$ cat config.mk
export PLATFORM = sky130hd
export DESIGN_NAME = pipeline_sequencer
export DESIGN_NICKNAME = d
export VERILOG_FILES = /design/src/rtl/pipeline_sequencer_pkg.sv /design/src/rtl/pipeline_sequencer_sat_counter.sv /design/src/rtl/pipeline_sequencer.sv
export SDC_FILE = /design/constraint.sdc
export NUM_CORES = 1
export LEC_CHECK = 0
export CAP_MARGIN = 0
export CORE_MARGIN = 4
export CORE_UTILIZATION = 43
export DETAILED_ROUTE_END_ITERATION = 16
export GPL_ROUTABILITY_DRIVEN = 0
export HOLD_SLACK_MARGIN = 0.03
export PLACE_DENSITY_LB_ADDON = 0.1
export RECOVER_POWER = 25
export REMOVE_ABC_BUFFERS = 1
export SLEW_MARGIN = 0
export SYNTH_ARGS = -nofsm -noshare
export SYNTH_HDL_FRONTEND = slang
export SYNTH_HIERARCHICAL = 1
export SYNTH_SLANG_ARGS = --single-unit
export TNS_END_PERCENT = 20
$ cat constraint.sdc
create_clock -name clk -period 3.45 [get_ports clk]
set_input_delay 0.345 -clock clk [delete_from_list [all_inputs] [get_ports clk]]
set_output_delay 0.345 -clock clk [all_outputs]
set_load 0.02 [all_outputs]
$ cat src/rtl/pipeline_sequencer_pkg.sv
// Shared types and defaults for the pipeline stall/flush sequencer.
package pipeline_seq_pkg;

  localparam int PC_W_DEF  = 21;
  localparam int REG_W_DEF = 4;

  typedef enum logic [1:0] {
    RUN      = 2'd0,
    MEM_WAIT = 2'd1,
    HALTED   = 2'd2,
    FAULT    = 2'd3
  } seq_state_t;

  typedef struct packed {
    logic en;
    logic flush;
  } stage_ctrl_t;

endpackage

$ cat src/rtl/pipeline_sequencer_sat_counter.sv
// Saturating up-counter with synchronous clear and a freeze input.
module sat_counter #(
  parameter int W = 16
) (
  input  logic         clk,
  input  logic         i_clr,
  input  logic         i_inc,
  input  logic         i_freeze,
  output logic [W-1:0] o_count
);

  logic [W-1:0] r_count;

  always_ff @(posedge clk) begin
    if (i_clr) begin
      r_count <= '0;
    end else if (i_inc && !i_freeze && (r_count != {W{1'b1}})) begin
      r_count <= r_count + W'(1);
    end
  end

  assign o_count = r_count;

endmodule

$ cat src/rtl/pipeline_sequencer.sv
// Stall/flush arbitration for the 5-stage pipeline with memory-wait timeout
// and saturating debug counters.
//
// state    | meaning
// RUN      | normal issue; hazards resolved each cycle
// MEM_WAIT | data memory stalled last cycle; IF..MEM frozen
// HALTED   | halt retired; pipeline frozen until rst
// FAULT    | memory wait timed out; pipeline frozen until rst
module pipeline_sequencer
  import pipeline_seq_pkg::*;
#(
  parameter int PC_W        = PC_W_DEF,
  parameter int REG_W       = REG_W_DEF,
  parameter int MEM_TIMEOUT = 16,
  parameter int ZERO_REG    = 1
) (
  input  logic             clk,
  input  logic             rst,
  input  logic [REG_W-1:0] id_rs1,
  input  logic [REG_W-1:0] id_rs2,
  input  logic             id_use_rs1,
  input  logic             id_use_rs2,
  input  logic [REG_W-1:0] ex_rd,
  input  logic             ex_mem_read,
  input  logic             ex_branch,
  input  logic             ex_taken,
  input  logic [PC_W-1:0]  ex_target,
  input  logic             mem_req,
  input  logic             mem_ready,
  input  logic             halt_wb,
  output logic             pc_en,
  output logic             pc_sel,
  output logic [PC_W-1:0]  pc_target,
  output logic             if_id_en,
  output logic             id_ex_en,
  output logic             ex_mem_en,
  output logic             mem_wb_en,
  output logic             if_id_flush,
  output logic             id_ex_flush,
  output logic             ex_mem_flush,
  output logic             mem_wb_flush,
  output logic [1:0]       state_o,
  output logic             mem_timeout_err,
  output logic [15:0]      stall_cycles,
  output logic [15:0]      flush_events
);

  // Wide enough to reach MEM_TIMEOUT-1; wraps harmlessly when timeout is disabled.
  localparam int WC_W = (MEM_TIMEOUT > 1) ? $clog2(MEM_TIMEOUT) : 1;

  seq_state_t      r_state;
  seq_state_t      w_next;
  logic [WC_W-1:0] r_wait_cnt;
  logic [WC_W-1:0] w_wait_next;
  logic            r_err;

  logic            w_mem_stall;
  logic            w_load_use;
  logic            w_redirect;
  logic            w_timeout;
  logic            w_zero_blk;
  logic            w_stall_inc;
  logic            w_flush_inc;
  logic            w_err_set;
  logic            w_frozen;
  logic            w_pc_en;
  logic            w_pc_sel;
  stage_ctrl_t     w_if_id;
  stage_ctrl_t     w_id_ex;
  stage_ctrl_t     w_ex_mem;
  stage_ctrl_t     w_mem_wb;

  assign w_mem_stall = mem_req && !mem_ready;
  assign w_zero_blk  = (ZERO_REG != 0) && (ex_rd == '0);
  assign w_load_use  = ex_mem_read && !w_zero_blk &&
                       ((id_use_rs1 && (id_rs1 == ex_rd)) ||
                        (id_use_rs2 && (id_rs2 == ex_rd)));
  assign w_redirect  = ex_branch && ex_taken;
  assign w_timeout   = (MEM_TIMEOUT != 0) && w_mem_stall &&
                       (r_wait_cnt == WC_W'(MEM_TIMEOUT - 1));
  assign w_frozen    = (r_state == HALTED) || (r_state == FAULT);

  always_comb begin
    w_next      = r_state;
    w_wait_next = r_wait_cnt;
    w_pc_en     = 1'b0;
    w_pc_sel    = 1'b0;
    w_if_id     = '0;
    w_id_ex     = '0;
    w_ex_mem    = '0;
    w_mem_wb    = '0;
    w_stall_inc = 1'b0;
    w_flush_inc = 1'b0;
    w_err_set   = 1'b0;

    if (rst) begin
      w_if_id.flush  = 1'b1;
      w_id_ex.flush  = 1'b1;
      w_ex_mem.flush = 1'b1;
      w_mem_wb.flush = 1'b1;
    end else begin
      case (r_state)
        RUN, MEM_WAIT: begin
          if (halt_wb) begin
            w_next = HALTED;
          end else if (w_mem_stall) begin
            // EX is frozen here, so any pending redirect is re-presented later.
            w_mem_wb.en    = 1'b1;
            w_mem_wb.flush = 1'b1;
            w_stall_inc    = 1'b1;
            w_wait_next    = r_wait_cnt + WC_W'(1);
            if (w_timeout) begin
              w_next    = FAULT;
              w_err_set = 1'b1;
            end else begin
              w_next = MEM_WAIT;
            end
          end else begin
            w_next      = RUN;
            w_wait_next = '0;
            w_pc_en     = 1'b1;
            w_if_id.en  = 1'b1;
            w_id_ex.en  = 1'b1;
            w_ex_mem.en = 1'b1;
            w_mem_wb.en = 1'b1;
            if (w_redirect) begin
              w_pc_sel      = 1'b1;
              w_if_id.flush = 1'b1;
              w_id_ex.flush = 1'b1;
              w_flush_inc   = 1'b1;
            end else if (w_load_use) begin
              w_pc_en       = 1'b0;
              w_if_id.en    = 1'b0;
              w_id_ex.flush = 1'b1;
              w_stall_inc   = 1'b1;
            end
          end
        end
        default: ;
      endcase
    end
  end

  always_ff @(posedge clk) begin
    if (rst) begin
      r_state    <= RUN;
      r_wait_cnt <= '0;
      r_err      <= 1'b0;
    end else begin
      r_state    <= w_next;
      r_wait_cnt <= w_wait_next;
      if (w_err_set) begin
        r_err <= 1'b1;
      end
    end
  end

  sat_counter #(.W(16)) u_stall_cnt (
    .clk      (clk),
    .i_clr    (rst),
    .i_inc    (w_stall_inc),
    .i_freeze (w_frozen),
    .o_count  (stall_cycles)
  );

  sat_counter #(.W(16)) u_flush_cnt (
    .clk      (clk),
    .i_clr    (rst),
    .i_inc    (w_flush_inc),
    .i_freeze (w_frozen),
    .o_count  (flush_events)
  );

  assign pc_en           = w_pc_en;
  assign pc_sel          = w_pc_sel;
  assign pc_target       = w_pc_sel ? ex_target : '0;
  assign if_id_en        = w_if_id.en;
  assign id_ex_en        = w_id_ex.en;
  assign ex_mem_en       = w_ex_mem.en;
  assign mem_wb_en       = w_mem_wb.en;
  assign if_id_flush     = w_if_id.flush;
  assign id_ex_flush     = w_id_ex.flush;
  assign ex_mem_flush    = w_ex_mem.flush;
  assign mem_wb_flush    = w_mem_wb.flush;
  assign state_o         = r_state;
  assign mem_timeout_err = r_err;

endmodule

==> flow_summary.yaml, run 1 <==
synthesis:
  synth_edf_count: 0
  synthTopCellsByArea: "dfxtp_1, a21oi_1, o31ai_1, or4_1, and2_1"
  synthCells: 288
  synth.yosys.seq_area_share: 0.3243
  synth-compound-area-share: 0.2011
  avgSynthCellArea_um2: 8.359
  synth_top_family_by_area: "simple AND/OR/NAND/NOR gates"
  ys_warn_count: 6
  synth.area.mux_share: 0.009356
  netlist.area_leader.share: 0.3243
  yosysUniqueCellTypes: 48
  synthesis.area_um2: 2407
  ys_seq_elements: 39
  yosysTopAreaCell: "dfxtp_1"
  synthFlopType: "dfxtp_1"
  synth_adder_area_share: 0.01559
  yosys.area_share.simple: 0.3794
  synthXorXnorAreaFrac: 0.02911
  async_flop_share: 0
place:
  port_buffers: 108
  placed_cells: 453
  dp_hpwl_mm: 5.172
  pre_cts_ws_ps: 415.1
routing:
  routed_wl_mm: 6.682
  firstDrtPassIters: 4
  wire_per_inst_um: 14.49
  vias: 2561
  vias_per_cell: 5.555
  drt_iter0_drc: 217
  drtAntennaViolNets: 0
  drc: 0
global_routing:
  grt_pass1_wl_mm: 11.47
  grt_pass1_vias: 2517
  grt_usage: 0.1918
  antenna_found_initial: 0
  grt_max_degree: 36
  globalRouteOverflowTotal: 0
cells_and_area:
  syn_to_final_growth_pct: 49.22
  n_fill_cell: 460
  layout.nets: 436
  ff_latch_area_um2: 780.7
  num_antenna_cells: 0
  final_cells: 461
  drive_gt1_frac: 0.08696
  multi_input_area_um2: 1520
pwr:
  switching_power_w: 0.0002129
  sw_frac_of_total: 0.2411
  pwr-share-seq: 0.515
  max-vdd-ir-drop_mv: 0.1984
  clockPowerShare: 0.336
  leakagePower_nw: 1.272
  intPower_w: 0.0006704
  comb_power_share: 0.148
  p_per_area_nw_per_um2: 245.9
floorplanning:
  rows: 26
  die_w_um: 82.82
  start_util: 0.4568
  core_um2: 5270
  ios: 109
  die-height_um: 82.82
  fp.dieArea_um2: 6859
clock_tree:
  post_cts_resized: 0
  post-cts-setup-buffer-count: 0
  cts_buffers: 5
  cts_tree: "built"
  cts_sinks: 39
  htreeDepth: 2
  clkTransAtPathRegs_ps: 80
  ctsHoldBuffers: 0
  clockBufferDepth: 2
  insertion_delay_ps: 280
  root_buffer: "clkbuf_8"
critical_path:
  cp_num_buf_inv: 1
  cp.arrival_ps: 2940
  required_ps: 3630
  crit_type: "in2reg"
  cp-start-kind: "input pin"
  path_cells: "dlygate4sd3_1 > or2_0 > nor2_2 > nand2_1 > o21ai_1 > nand2b_4 > nor4_1 > o211ai_1 > mux2_2"
  timing.rr.start: "state_o[1]"
  cp_slowest_stage_delay_ps: 560
  endpoint_kind: "flip-flop"
  startpoint: "halt_wb"
  crit_slowest_cell: "dlygate4sd3_1"
  crit_fanout: 11
  critPathTopFamily: "simple AND/OR/NAND/NOR gates"
timing:
  rsz0062_at_grt: "false"
  min_period_ps: 2767
  relSlewSlack: 0.6350
  clock.fmax_mhz: 361.4
  fin_skew_ps: 8.218
  maxSlewViolCount: 0
  setup_tns_ps: 0
  final_hold_viol_count: 0
  report.final.setup_viol: 0
  worst_slack_ps: 683.2
  worstMarginPinSlew_ps: 543.3
  finalCritPeriodShare: 0.8020
min_path:
  min_path_type: "reg2reg"
  hp-start: "r_wait_cnt[2]"
job:
  drv_cap: 0
run_status:
  status: "completed"
[area by class of cell]
class / instances / area share
Inverter: 5 / 0.005225
Sequential cell: 39 / 0.2173
Clock buffer: 7 / 0.02125
Tap cell: 70 / 0.02438
Clock inverter: 1 / 0.001393
Multi-Input combinational cell: 228 / 0.4232
Timing Repair Buffer: 111 / 0.3072
[final timing paths]
| kind | endpoint | depth (start not counted) | slack (ps) |
|---|---|---|---|
| worst max register to register | u_stall_cnt/o_count[10] | 8 | 880 |
| worst max-delay path | u_stall_cnt/o_count[10] | 9 | 680 |
| worst min-delay path | r_wait_cnt[2] | 2 | 500 |
| worst min register to register | r_wait_cnt[2] | 2 | 500 |
[synth_stat cells, drive strengths merged (2+ instances only)]
cell and n:
inv 5, nor2b 5, or3 4, nor4 6
clkbuf 4, and2 21, o21ai 12, dfxtp 39
and3 6, nand2 14, or4 20, o211ai 2
xnor2 2, ha 3, nand3 11, or2 6
a21oi 38, mux2 2, and4 2, nor3 7
nand3b 3, xor2 6, a41o 2, nand4 13
buf 12, nor2 13, nand2b 4, o31ai 20
[layer usage]
layer	vias to the layer above	wire [um]	global-route usage
li1	1292	-	-
met4	0	79	0.04012
met3	8	239	0.03762
met2	59	3532	0.3557
met1	1202	2830	0.2273
met5	-	0	0
[through the flow]
stage          total power (W)  utilization  cell area, um^2  hold WS [ps]
2_1_floorplan        0.0005109            -             2327         414.1
3_3_place_gp         0.0005984       0.6676             3518         469.2
3_5_place_dp         0.0006000       0.6676             3518         479.9
4_1_cts              0.0008896       0.6830             3600         491.0
5_1_grt              0.0009156       0.6816             3592         548.2
6_report             0.0008833       0.6816             3592         499.2
[worst reg2reg max path, stage by stage (launching register included)]
cell,delay [ps]
dfxtp_1,390
or2_0,410
nor2_2,200
nand2_1,70
o21ai_1,250
nand2b_4,130
nor4_1,530
o211ai_1,190
mux2_2,310
[cell families (layout without fill, tap and decap cells)]
family / count (synthesis) / in the layout
AO/OA/AOI/OAI: 80 / 80
flip-flops: 39 / 39
multiplexers: 2 / 2
buffers and inverters: 21 / 124
XOR/XNOR: 8 / 8
adder cells (fa/ha/maj): 3 / 3
AND/OR/NAND/NOR: 135 / 135
[flip-flops by register name, indices dropped and copies added, names as in the netlist]
register             flops
mem_timeout_err          1
u_flush_cnt/o_count     16
u_stall_cnt/o_count     16
state_o                  2
r_wait_cnt               4
[cell usage in the layout, fill, tap and decap left out, drive strengths merged, types with 12 or more instances in the layout]
| master | n |
|---|---|
| nand4 | 13 |
| clkdlybuf4s50 | 87 |
| o21ai | 12 |
| dlygate4sd3 | 21 |
| a21oi | 38 |
| and2 | 21 |
| o31ai | 20 |
| or4 | 20 |
| nor2 | 13 |
| dfxtp | 39 |
| nand2 | 14 |
[power groups by stage]
stage | Sequential [W] | Combinational (W) | Clock (W)
final | 0.000455 | 0.000131 | 0.000297
after global routing | 0.000456 | 0.000141 | 0.000318
after CTS | 0.000455 | 0.000134 | 0.000300
after detailed placement | 0.000466 | 0.000134 | 0
after global placement | 0.000466 | 0.000133 | 0
after floorplan | 0.000467 | 0.0000437 | 0
No activity file was read; power rests on OpenSTA's default activity.
==> run 2, diff against run 1 <==
--- a/config.mk
+++ b/config.mk
@@ -7,7 +7,7 @@
 export LEC_CHECK = 0
 export CAP_MARGIN = 0
 export CORE_MARGIN = 4
-export CORE_UTILIZATION = 43
+export CORE_UTILIZATION = 42
 export DETAILED_ROUTE_END_ITERATION = 16
 export GPL_ROUTABILITY_DRIVEN = 0
 export HOLD_SLACK_MARGIN = 0.03
==> constraint.sdc (replaced) <==
create_clock -name clk -period 2.8 [get_ports clk]
set_input_delay 0.28 -clock clk [delete_from_list [all_inputs] [get_ports clk]]
set_output_delay 0.28 -clock clk [all_outputs]
set_load 0.02 [all_outputs]
==> run 2 against run 1 <==
Against the previous run: cell area is 2.5% higher; utilization is 1.7 points lower; combinational power is 28% higher; count of clock-buffer cells in the layout is 1 higher; via count is 1.1% higher; total power is 31% higher; setup slack worse by 440 ps; clock power is 43% higher; worst hold slack worse by 9.3 ps; critical endpoint is now id_ex_flush; largest cell class unchanged; largest power group unchanged; highest routed layer unchanged.
==> flow_summary.yaml, run 2 (synthesis results as in run 1) <==
global_routing:
  grt_usage: 0.1939
  antenna_found_initial: 0
  grt_pass1_wl_mm: 11.55
  grt_max_degree: 43
  grt_pass1_vias: 2491
  globalRouteOverflowTotal: 0
critical_path:
  required_ps: 2520
  cp-start-kind: "input pin"
  cp.arrival_ps: 2280
  endpoint_kind: "primary output"
  crit_type: "in2out"
  crit_fanout: 3
pwr:
  p_per_area_nw_per_um2: 313.3
  max-vdd-ir-drop_mv: 0.2760
  leakagePower_nw: 1.319
  finalPower_w: 0.001153
floorplanning:
  die-height_um: 83.71
  rows: 27
  ios: 109
  core_um2: 5540
  die_w_um: 83.71
  start_util: 0.4345
  fp.dieArea_um2: 7007
clock_tree:
  post_cts_resized: 0
  cts_sinks: 39
  ctsHoldBuffers: 0
  clkTransAtPathRegs_ps: 70
  post-cts-setup-buffer-count: 0
  htreeDepth: 2
  root_buffer: "clkbuf_8"
  cts_tree: "built"
  insertion_delay_ps: 290
  clockBufferDepth: 2
  cts_buffers: 5
timing:
  finalCritPeriodShare: 0.9136
  relSlewSlack: 0.6481
  final_hold_viol_count: 0
  worstMarginPinSlew_ps: 523.8
  rsz0062_at_grt: "false"
  maxSlewViolCount: 0
  clock.fmax_mhz: 390.9
  min_period_ps: 2558
  fin_skew_ps: 4.523
  report.final.setup_viol: 0
cells_and_area:
  layout.nets: 444
  n_fill_cell: 469
  drive_gt1_frac: 0.1103
  layout_commonest_cell: "clkdlybuf4s50_1"
  final_cells: 471
  ff_latch_area_um2: 780.7
  mostFrequentLayoutCells: "clkdlybuf4s50_1, dfxtp_1, a21oi_1"
  num_antenna_cells: 0
  multi_input_area_um2: 1528
  syn_to_final_growth_pct: 52.91
place:
  placed_cells: 463
  dp_hpwl_mm: 5.112
  port_buffers: 108
job:
  drv_cap: 0
routing:
  drc: 0
  routed_wl_mm: 6.903
  drt_iter0_drc: 96
  drtAntennaViolNets: 0
  wire_per_inst_um: 14.66
  vias: 2588
  firstDrtPassIters: 4
  vias_per_cell: 5.495
min_path:
  min_path_type: "reg2reg"
run_status:
  status: "completed"
[run 2: cell type report]
class,count,area share
multi-input cells,228,0.4150
inverters,5,0.005099
well taps,72,0.02447
clock buffers,8,0.02719
flip-flops and latches,39,0.2121
repair buffers,119,0.3161
[run 2: through the flow]
step	hold slack (ps)	TNS [ps]	cell area (um^2)	utilization	setup slack, ps
6_report	489.9	0	3681	0.6644	241.8
5_1_grt	527.5	0	3681	0.6644	69.88
4_1_cts	490.3	0	3681	0.6644	218.0
3_5_place_dp	478.5	-121.9	3581	0.6463	-62.02
3_3_place_gp	467.1	-16.77	3581	0.6463	-10.85
2_1_floorplan	349.1	0	2327	-	193.1
[run 2: power breakdown]
| group | total [W] | switching [W] | internal, W |
|---|---|---|---|
| Sequential | 0.000561 | 0.00000436 | 0.000557 |
| Clock | 0.000424 | 0.000199 | 0.000225 |
| Combinational | 0.000168 | 0.0000699 | 0.0000979 |
[run 2: worst paths after layout]
kind	from	end	slack, ps	cells after the start
worst max register to register	state_o[1]	u_stall_cnt/o_count[8]	510	9
worst min-delay path	r_wait_cnt[2]	r_wait_cnt[2]	490	2
worst min register to register	r_wait_cnt[2]	r_wait_cnt[2]	490	2
worst max-delay path	ex_rd[0]	id_ex_flush	240	8
[run 2: layer usage]
| layer | wire length [um] | GRT usage | vias up | share of wire |
|---|---|---|---|---|
| met5 | 0 | 0 | - | 0 |
| met2 | 3506 | 0.3369 | 55 | 0.51 |
| met4 | 157 | 0.05556 | 0 | 0.023 |
| li1 | - | - | 1306 | - |
| met1 | 2973 | 0.2354 | 1210 | 0.43 |
| met3 | 265 | 0.04936 | 17 | 0.038 |
[run 2: critical path, stage by stage]
cell and delay [ps]:
clkdlybuf4s50_1 470, xor2_1 190, nor3_1 180, nand3_1 100, a21o_1 190, buf_4 130
a21oi_1 110, clkdlybuf4s50_1 620
